$ cat config.mk
export PLATFORM = sky130hd
export DESIGN_NAME = parity_frame_rx
export DESIGN_NICKNAME = d
export VERILOG_FILES = /design/src/rtl/parity_frame_rx.sv
export SDC_FILE = /design/constraint.sdc
export NUM_CORES = 1
export LEC_CHECK = 0
export CAP_MARGIN = 20
export CORE_MARGIN = 2
export CORE_UTILIZATION = 47
export CTS_CLUSTER_SIZE = 20
export DETAILED_ROUTE_END_ITERATION = 8
export GPL_TIMING_DRIVEN = 0
export MAX_ROUTING_LAYER = met4
export PLACE_DENSITY_LB_ADDON = 0.3
export SLEW_MARGIN = 30
export SYNTH_ARGS = -nofsm -noshare
export SYNTH_HDL_FRONTEND = slang
export SYNTH_SLANG_ARGS = --single-unit
$ cat constraint.sdc
create_clock -name clk -period 3.5 [get_ports clk]
set_input_delay 0.7 -clock clk [delete_from_list [all_inputs] [get_ports clk]]
set_output_delay 0.7 -clock clk [all_outputs]
set_load 0.02 [all_outputs]
$ cat src/rtl/parity_frame_rx.sv
// Receiving end of the XOR-parity serial link: start bit, LSB-first data, parity, stop.
// Bit timing comes from an external strobe; finished words sit in a valid/ready output register.
module parity_frame_rx #(
    parameter int DATA_W     = 8,
    parameter bit PARITY_ODD = 1'b0
) (
    input  logic              clk,
    input  logic              rst,
    input  logic              bit_en,
    input  logic              rx_in,
    output logic [DATA_W-1:0] data_out,
    output logic              valid,
    input  logic              ready,
    output logic              par_err,
    output logic              frame_err,
    output logic              overrun
);

    localparam int CNT_W = $clog2(DATA_W + 1);
    localparam logic [CNT_W-1:0] LAST_BIT = CNT_W'(DATA_W - 1);

    typedef enum logic [1:0] {IDLE, DATA, PARITY, STOP} state_t;

    typedef struct packed {
        logic [DATA_W-1:0] data;
        logic              par_err;
        logic              frame_err;
    } rsp_t;

    state_t            state, state_nxt;
    logic [DATA_W-1:0] shreg, shreg_nxt;
    logic [CNT_W-1:0]  cnt, cnt_nxt;
    logic              acc, acc_nxt;
    logic              frame_done;
    rsp_t              frame_rsp;
    rsp_t              rsp, rsp_nxt;
    logic              valid_q, valid_nxt;
    logic              ovr_q, ovr_nxt;

    always_ff @(posedge clk) begin
        if (rst) state <= IDLE;
        else     state <= state_nxt;
    end

    always_comb begin
        state_nxt  = state;
        shreg_nxt  = shreg;
        cnt_nxt    = cnt;
        acc_nxt    = acc;
        frame_done = 1'b0;

        frame_rsp.data      = shreg;
        frame_rsp.par_err   = (acc != PARITY_ODD);
        frame_rsp.frame_err = ~rx_in;

        if (bit_en) begin
            case (state)
                IDLE: begin
                    if (!rx_in) begin
                        state_nxt = DATA;
                        cnt_nxt   = '0;
                        acc_nxt   = 1'b0;
                    end
                end
                DATA: begin
                    // Shift in at the MSB so the first (LSB) bit lands in bit 0.
                    shreg_nxt             = shreg >> 1;
                    shreg_nxt[DATA_W-1]   = rx_in;
                    acc_nxt               = acc ^ rx_in;
                    cnt_nxt               = cnt + CNT_W'(1);
                    if (cnt == LAST_BIT) state_nxt = PARITY;
                end
                PARITY: begin
                    acc_nxt   = acc ^ rx_in;
                    state_nxt = STOP;
                end
                STOP: begin
                    frame_done = 1'b1;
                    state_nxt  = IDLE;
                end
                default: state_nxt = IDLE;
            endcase
        end
    end

    // A completed frame may load into a slot that is being drained in the same cycle.
    always_comb begin
        rsp_nxt   = rsp;
        valid_nxt = valid_q;
        ovr_nxt   = 1'b0;

        if (valid_q && ready) valid_nxt = 1'b0;

        if (frame_done) begin
            if (!valid_q || ready) begin
                rsp_nxt   = frame_rsp;
                valid_nxt = 1'b1;
            end else begin
                ovr_nxt = 1'b1;
            end
        end
    end

    always_ff @(posedge clk) begin
        if (rst) begin
            shreg   <= '0;
            cnt     <= '0;
            acc     <= 1'b0;
            rsp     <= '0;
            valid_q <= 1'b0;
            ovr_q   <= 1'b0;
        end else begin
            shreg   <= shreg_nxt;
            cnt     <= cnt_nxt;
            acc     <= acc_nxt;
            rsp     <= rsp_nxt;
            valid_q <= valid_nxt;
            ovr_q   <= ovr_nxt;
        end
    end

    assign data_out  = rsp.data;
    assign par_err   = rsp.par_err;
    assign frame_err = rsp.frame_err;
    assign valid     = valid_q;
    assign overrun   = ovr_q;

endmodule

# After elaboration in Yosys (flattened, before gate mapping)
# Cells that the tools add are included.
dict set report totals {
  ff_bits 27
  latch_bits 0
  n_memories 0
  mem_bits_ro 0
  ramBits 0
}
dict set report classes {
  n_eq_ne 6
  magnitude_cmp 0
  add_sub_neg 1
  n_div 0
  n_reduce_logical 13
  mux 13
  n_shift 0
  bitwise_logic 3
  n_mul 0
}
# cell n
set ops {}
lappend ops {{AND reduction 3 bit} 3}
lappend ops {{case mux 2 bit (4 select lines)} 1}
lappend ops {{case mux 4 bit (2 select lines)} 1}
lappend ops {{two-way mux 1 bit} 7}
lappend ops {{adder 4 x 1 -> 4 bit (second input constant)} 1}
lappend ops {{equality test 2 bit (second input constant)} 2}
lappend ops {{equality test 4 x 3 -> 1 bit (second input constant)} 1}
lappend ops {{two-way mux 2 bit} 2}
lappend ops {{two-way mux 4 bit} 1}
lappend ops {{!= test 2 bit (second input constant)} 2}
lappend ops {{AND reduction 2 bit} 2}
lappend ops {{nonzero test 2 bit} 2}
lappend ops {{OR reduction 2 bit} 2}
lappend ops {{equality test 2 x 1 -> 1 bit (second input constant)} 1}
lappend ops {{logical NOT 2 bit} 1}
lappend ops {{inverter 1 bit} 2}
lappend ops {{case mux 1 bit (2 select lines)} 1}
lappend ops {{logical AND 1 bit} 1}
lappend ops {{logical NOT 1 bit} 1}
lappend ops {{logical OR 1 bit} 1}
lappend ops {{bitwise XOR 1 bit} 1}

# Longest topological paths before layout
dict set report logic_depth {
  word_depth 5
  ltp_mapped 7
}

# Worst setup path before layout
# OpenSTA, ideal clock, no wires.
dict set report synth_path {
  path_kind {input to register}
  start {input port bit_en}
  end {register acc}
  required_ns 3.430
  path_stages 4
  path_slack_ns 1.824
  arrival_ns 1.606
  n_path_buf 1
  cell_sequence {buf_4 a21bo_4 or4_1 a21oi_1}
}
dict set report synth_via {
  elab_chain_cells 1
}
# element line
set synth_rtl {}
lappend synth_rtl {{start, declared} 9} ;# input logic bit_en,
lappend synth_rtl {{AND reduction 3 bit (no source line)} --}
lappend synth_rtl {{end signal, assigned} 115} ;# acc <= acc_nxt;
lappend synth_rtl {{end, declared} 33} ;# logic acc, acc_nxt;
# No other way between the ends.
# A chain may end at the register's enable or synchronous reset.

# Final worst setup path
dict set report layout_path {
  start {register rsp (netlist bit data_out[1])}
  end {output port data_out[1]}
}
# element line
set layout_lines {}
lappend layout_lines {{start, declared} 36} ;# rsp_t rsp, rsp_nxt;
lappend layout_lines {{start signal, assigned} 116} ;# rsp <= rsp_nxt;
lappend layout_lines {{end, declared} 11} ;# output logic [DATA_W-1:0] data_out,
# No word-level cell between the ends.

==> summary.txt <==
Status
  – Status: finished, final reports clean

Placement
  – Pre-CTS WS: 1.319 ns
  – Placer Congestion: 0.8310
  – Post-DP HPWL: 1681 um
  – Placed cell count: 175
  – # port buffers: 14

Yosys
  – Mapped Cells: 133
  – Post-Synth Adder-Cell Area: 0.06726
  – Mapped cell area: 1116 sq um
  – Synth Area in Compound Gates: 0.1614
  – Seq/Total Area, Yosys: 0.4843
  – Synth warnings: 0
  – Area share of and/or/nand/nor cells after synthesis: 0.2242
  – Synth Net Count: 144
  – Syn_area_per_cell: 8.392 sq um
  – Multiplexer share of the synthesized area: 0.008969
  – Distinct cell type count after synthesis: 25
  – #FFs+latches synth: 27
  – Xor and xnor fraction of the mapped netlist area: 0.01570
  – Largest family of logic cells by synthesized area: simple AND/OR/NAND/NOR gates

GRT
  – Largest net degree at the start of global routing: 17
  – Initial antenna violation count: 0
  – GRT Util Overall: 0.1864
  – First-pass GRT wire length: 3677 um
  – Vias in the first global route: 847
  – GRT overflow: 0

Setup path
  – Slowest-stage cell, CP: clkdlybuf4s50_1
  – Worst path bufs/invs: 1
  – Crit start category: register
  – WP depth: 1
  – Kind of end point of the critical path: output pin
  – Worst Path Arrival: 1.30 ns
  – Crit path max fanout: 2
  – CP cell instances: clkdlybuf4s50_1
  – CP max stage delay: 0.61 ns
  – Crit path required time: 2.80 ns
  – Crit path max-delay family: buffers and inverters
  – Crit Path Class: reg -> out
  – Worst R2R Path Depth: 5

Layout
  – Antenna diodes: 0
  – Layout cells sized above 1: 0.05298
  – Finished Layout Cells: 179
  – Sequential cell area: 540.5 sq um
  – P&R area growth vs syn: 18.39%
  – Fillers: 204
  – Most frequent cells in the layout: nand2_1 (29), dfxtp_1 (27), a21oi_1 (21)
  – Commonest non-fill, non-tap cell in the layout: nand2_1
  – Area of the multi-input gates: 533.0 sq um
  – Final nets: 163

Clock tree
  – Hold Buf Count CTS: 0
  – Skew-Pair Late Insertion Delay: 0.33 ns
  – Clock slew at reported path FFs: 0.15 ns
  – CTS tree: done
  – TritonCTS Sinks: 27
  – Num CTS Buffers: 3
  – Bufs on Longest Clock Path: 2
  – CTS HTree Levels: 1
  – Setup repair bufs after CTS: 0
  – Clock root buffer: clkbuf_4
  – PostCTS Resize Cnt: 0

Floorplanning
  – Chip width: 52.73 um
  – Die Span Y: 52.73 um
  – Die ar.: 2780 sq um
  – Core Rows: 17
  – Num ports: 17
  – Core region area: 2233 sq um
  – Initial core utilization: 0.4997

Drt
  – Final WL: 2315 um
  – Initial drt markers: 34
  – DR vias: 959
  – Drt first pass iters: 4
  – Drt wl/cell: 12.93 um
  – Antenna Nets Post-Route: 0
  – Vias/cell: 5.358
  – # DRC: 0

Timing
  – Setup tns final: 0 ns
  – Worst slew pin tran: 0.4668 ns
  – Period minus WS final: 2.004 ns
  – Final period utilization: 0.5726
  – Setup WS post-layout: 1.496 ns
  – Final Skew: 0.001614 ns
  – F_max: 499.0 MHz
  – Setup violators final: 0
  – Worst slew margin: 0.6888
  – Final Max Slew Viols: 0
  – Unrepaired setup endpoints after global routing: false
  – Final Hold Fails: 0

Pwr
  – Maximum vdd drop: 0.2003 mV
  – LEAKAGE: 0.4515 nW
  – PwrDens: 384.3 nW/um^2

Flow run
  – Max-cap violation count: 0

Worst hold path
  – Worst Hold Class: reg -> reg
  – WHS Path Cells: 2
==> power by group <==
group	internal (W)	switching, W	leakage, nW
Clock	0.0000437	0.0000960	0.0139
Sequential	0.000312	0.00000458	0.218
Combinational	0.0000193	0.0000327	0.220
Total	0.000375	0.000133	0.452
==> routing by layer <==
layer | track usage | part of all wire | up-vias
li1 | - | - | 486
met2 | 0.3083 | 0.48 | 36
met5 | - | 0 | -
met4 | 0.09402 | 0.017 | 0
met3 | 0.02857 | 0.052 | 4
met1 | 0.2187 | 0.45 | 433
==> cell families (layout without fill, tap and decap cells) <==
| group | Yosys count | in the layout |
|---|---|---|
| AO/OA/AOI/OAI | 30 | 30 |
| flip-flops | 27 | 27 |
| XOR/XNOR | 2 | 2 |
| buffers and inverters | 10 | 28 |
| adder cells (fa/ha/maj) | 6 | 6 |
| AND/OR/NAND/NOR | 57 | 57 |
| multiplexers | 1 | 1 |
==> path summary, 6_finish.rpt <==
check,start,end,slack [ns]
max,data_out[1],data_out[1],1.50
min,shreg[0],data_out[0],0.46
min reg2reg,shreg[0],data_out[0],0.46
max reg2reg,state[0],acc,1.78
==> per-stage QoR <==
step                hold WS (ns)    util  total power, W  cell area (sq um)
floorplan                 0.4321       -       0.0003599               1116
finish                    0.4639  0.5916       0.0005077               1321
CTS                       0.4667  0.5916       0.0005069               1321
global placement          0.4431  0.5782       0.0003709               1291
detailed placement        0.4476  0.5782       0.0003736               1291
global route              0.4803  0.5916       0.0005270               1321
==> state kept, by name (all words and copies together) (netlist names) <==
signal and cells:
valid 1, shreg 8, par_err 1, data_out 8
frame_err 1, acc 1, overrun 1, cnt 4
state 2
==> cells in the mapped netlist, drive strengths merged <==
| cell type | instances | area, sq um |
|---|---|---|
| a21oi | 21 | 105.1 |
| a211oi | 2 | 15.01 |
| a22oi | 1 | 7.510 |
| nand2b | 1 | 6.260 |
| xor2 | 2 | 17.52 |
| nor2b | 4 | 25.02 |
| dfxtp | 27 | 540.5 |
| a21bo | 1 | 16.27 |
| nand2 | 29 | 108.9 |
| buf | 2 | 12.51 |
| inv | 3 | 11.26 |
| and3 | 1 | 6.260 |
| o21ai | 1 | 5.000 |
| or4 | 1 | 7.510 |
| o31ai | 1 | 7.510 |
| nand3b | 1 | 7.510 |
| clkbuf | 5 | 18.77 |
| nor2 | 9 | 33.78 |
| a31o | 1 | 8.760 |
| mux2i | 1 | 10.01 |
| nand3 | 9 | 45.04 |
| ha | 6 | 75.07 |
| nor3 | 2 | 10.01 |
| o211ai | 2 | 15.01 |
==> layout make-up <==
cell class,count,share of cell area
plain buffers,7,0.02367
clock buffers,3,0.01705
clock inverters,1,0.005682
inverters,3,0.008523
multi-input cells,96,0.4034
flip-flops and latches,27,0.4091
well taps,28,0.02652
repair buffers,14,0.1061
(Power assumes the default switching activity.)
==> RTL edit 1, RTL diff (same settings) <==
The parameter `PARITY_ODD` goes from 1'b0 to 1'b1.
--- a/src/rtl/parity_frame_rx.sv
+++ b/src/rtl/parity_frame_rx.sv
@@ -2,7 +2,7 @@
 // Bit timing comes from an external strobe; finished words sit in a valid/ready output register.
 module parity_frame_rx #(
     parameter int DATA_W     = 8,
-    parameter bit PARITY_ODD = 1'b0
+    parameter bit PARITY_ODD = 1'b1
 ) (
     input  logic              clk,
     input  logic              rst,
Formal check against the unedited RTL: no difference found for any inputs over 10 cycles, from zero or initial values and one cycle with rst high; that may be too few to reach the edited logic, so the function may still have changed.
==> RTL edit 1 against the unedited design <==
Highest routed layer unchanged; power down 2.2%; critical path depth unchanged; wire length down 11%; non-clock buffer count unchanged; sequential power about the same; worst setup slack better by 0.028 ns; sequential cell count unchanged; register-to-register slack better by 0.03 ns; die area down 1.2%; count of clock-buffer cells in the layout unchanged; area after synthesis down 1.3%; cell count down 0.56%; critical path type unchanged; core utilization up 0.23 points; final area down 0.57%.
==> RTL edit 1: results <==
set metrics [dict create \
    status "finished clean" \
    grt_pass1_vias 840 \
    syn_area_per_cell_um2 8.405 \
    min_from "data_out[5]" \
    wl_per_cell_um 11.58 \
    synth.distinct_cells 24 \
    seq_area_frac_synth_pct 49.09 \
    synth_common_cells "27 x dfxtp_1, 27 x nand2_1, 20 x a21oi_1" \
    post-place-cells 174 \
    r2r_end "acc" \
    nNetsFinal 162 \
    ir_worst_vdd_mv 0.2378 \
    via_per_inst 5.169 \
    holdPathEnd "data_out[5]" \
    routed_wl_mm 2.061 \
    placement.io_buffers 15 \
    crit_start "valid" \
    cp.arrival_ns 1.28 \
    ff2ff_setup_slack_ns 1.81 \
    grt_pass1_wl_mm 3.525 \
    drive_above_1_share_pct 4.667 \
    total_leakage_power_uw 0.0004513 \
    grt_usage_pct 17.56 \
    finalWeightedCongestion 0.7646 \
    first_iter_violations 9 \
    maxSlewHeadroom_pct 69.80 \
]
==> RTL edit 1: cell count changes after synthesis <==
| cell | change |
|---|---|
| a211oi_1 | +1 |
| a21bo_2 | +1 |
| a21bo_4 | -1 |
| a21oi_1 | -1 |
| buf_4 | -1 |
| nand2_1 | -2 |
| nor2_1 | +1 |
==> RTL edit 1: tightest hold or removal path, delay by kind of cell, from the launching register on <==
family,cells,cell delay (ns)
compound gates,1,0.05
flops,1,0.33
simple gates,1,0.05
==> RTL edit 1: cell families after synthesis <==
| family | count (synthesis) | share of synthesized area [%] |
|---|---|---|
| simple gates | 56 | 22.39 |
| compound gates | 30 | 16.02 |
| flops | 27 | 49.09 |
| buf+inv | 9 | 3.181 |
| fa+ha+maj | 6 | 6.818 |
| xor+xnor | 2 | 1.591 |
| mux | 1 | 0.9091 |
==> RTL edit 1: worst max path at each step <==
stage                         to  slack (ns)  cells past startpoint
after detailed placement  cnt[1]        1.22                      5
final                      valid        1.52                      1
after CTS                  valid        1.49                      1
after floorplan              acc        1.94                      3
after global routing      cnt[1]        1.45                      5
after global placement    cnt[1]        1.25                      5
==> RTL edit 1: area by class of cell <==
type | instances | area, um2 | area share (%)
timing repair buffer | 15 | 150.1 | 11.43
tap | 28 | 35.03 | 2.667
sequential | 27 | 540.5 | 41.14
clock inverter | 1 | 5.005 | 0.3810
buffer | 6 | 23.77 | 1.810
multi-input combinational | 95 | 525.5 | 40.00
clock buffer | 3 | 22.52 | 1.714
inverter | 3 | 11.26 | 0.8571
==> RTL edit 1: per-layer routing <==
metal / share of wire, % / wire length [um] / up-vias / global-route usage (%)
met3: 2.2 / 45 / 2 / 2.571
met1: 49 / 1009 / 425 / 21.06
li1: - / - / 484 / -
met2: 48 / 988 / 9 / 28.96
met5: 0 / 0 / - / -
met4: 0.82 / 17 / 0 / 8.120
==> RTL edit 1: power breakdown <==
part	internal, uW	leakage (uW)	switching [uW]
Combinational	18.7	0.000216	32.5
Sequential	312	0.000218	4.27
Clock	42.7	0.0000177	87.0
Total	373	0.000451	124
==> RTL edit 1: through the flow <==
step | hold WS (ns) | setup slack [ns] | power (uW) | area, um2 | utilization, %
final | 0.4621 | 1.524 | 496.7 | 1314 | 59.39
after global placement | 0.4398 | 1.250 | 371.3 | 1286 | 58.14
after floorplan | 0.4278 | 1.939 | 357.4 | 1101 | -
after CTS | 0.4665 | 1.495 | 504.9 | 1314 | 59.39
after detailed placement | 0.4474 | 1.221 | 373.4 | 1286 | 58.14
after global routing | 0.4812 | 1.447 | 520.8 | 1314 | 59.39
==> RTL edit 2, RTL diff (same flow settings) <==
Made on the original files. Register the output `overrun` once more, with the module's reset; this adds one clock of latency there. The other outputs are not delayed to match.
--- a/src/rtl/parity_frame_rx.sv
+++ b/src/rtl/parity_frame_rx.sv
@@ -123,7 +123,13 @@
     assign par_err   = rsp.par_err;
     assign frame_err = rsp.frame_err;
     assign valid     = valid_q;
-    assign overrun   = ovr_q;
+    always_ff @(posedge clk) begin
+        if (rst) begin
+            overrun <= '0;
+        end else begin
+            overrun <= ovr_q;
+        end
+    end
 
 endmodule
 
Formal check against the unedited RTL: no difference found for any inputs over 10 cycles, from zero or initial values and one cycle with rst high; that may be too few to reach the edited logic, so the function may still have changed.
==> RTL edit 2 against the unedited design <==
Power fell by 0.12%; final area rose by 1.4%; wire length fell by 6.4%; worst hold slack got worse by 0.0021 ns; sequential power rose by 3%; sequential cell count rose by 1; area after synthesis rose by 2.4%; worst setup slack got worse by 0.0049 ns.
==> RTL edit 2: results <==
set metrics [dict create \
    hpwl_mm 1.634 \
    synth_compound_area_share_pct 15.77 \
    post-place-cells 177 \
    hold_slack_ns 0.4618 \
    cp.arrival_ns 1.31 \
    syn_area_per_cell_um2 8.462 \
    max_stage_delay_ns 0.62 \
    path_max_fanout 2 \
    finalWeightedCongestion 0.7946 \
    grt_usage_pct 19.00 \
    post_cts_buffers 0 \
    routed_wl_mm 2.166 \
    nNetsFinal 165 \
    total_leakage_power_uw 0.0004617 \
    hold_depth 2 \
    diodes 0 \
    grt_pass1_wl_mm 3.746 \
    swShare_pct 24.59 \
    synth_area_leaders "dfxtp_1 49%, nand2_1 9.5%, a21oi_1 9.2%, ha_1 6.6%, nand3_1 3.9%" \
    drive_above_1_share_pct 4.605 \
    min_from "data_out[4]" \
    synthAdderAreaFrac_pct 6.572 \
    worstReg2RegStart "state[0]" \
    holdPathEnd "data_out[4]" \
    synth.mux.area_fraction_pct 0.8762 \
    status "finished clean" \
    ff2ff_setup_slack_ns 1.82 \
    async_flop_share_pct 0 \
    synth-xor-area-share_pct 1.533 \
    nFillCells 210 \
    slowest_stage "clkdlybuf4s50_1" \
    skew_ns 0.01128 \
    antenna_found_initial 0 \
    crit_family "buffers and inverters" \
    first_iter_violations 11 \
    grt_pass1_vias 872 \
    tightestPinTransition_ns 0.4583 \
    grt_max_degree 15 \
    layout_setup_ws_ns 1.491 \
    p_seq_share_pct 64.5 \
    seq_area_frac_synth_pct 49.07 \
    synth_common_cells "29 x nand2_1, 28 x dfxtp_1, 21 x a21oi_1" \
    synth.distinct_cells 25 \
    r2r_end "acc" \
    clock_path_buffers 2 \
    cts_made_buffers 3 \
    total_power_uw 507.1 \
    dr_total_vias 946 \
    ir_worst_vdd_mv 0.2288 \
    syn_nets 146 \
    first_pass_iters 4 \
    cts_resized 0 \
    dp_slack_ns 1.340 \
    clock_power_uw 129 \
    wl_per_cell_um 12.03 \
]
## RTL edit 2: area by class of cell
type	count	area [um2]	area share [%]
Buffer	7	31.28	2.334
Clock buffer	3	22.52	1.681
Inverter	3	11.26	0.8403
Multi-Input combinational cell	97	539.3	40.24
Sequential cell	28	560.5	41.83
Tap cell	28	35.03	2.614
Timing Repair Buffer	14	140.1	10.46
## RTL edit 2: layer usage
metal	GRT usage, %	share of wire [%]	up-vias
met4	8.974	1.9	0
met2	30.66	50	22
met3	4.237	5.3	5
met1	22.34	43	431
li1	-	-	488
met5	-	0	-
## RTL edit 2: worst max-delay path by stage
stage,from,end,cells past startpoint
final,valid,valid,1
after global routing,data_out[0],data_out[0],1
after CTS,valid,valid,1
after detailed placement,rx_in,state[1],5
after global placement,rx_in,acc,4
after floorplan,bit_en,acc,4
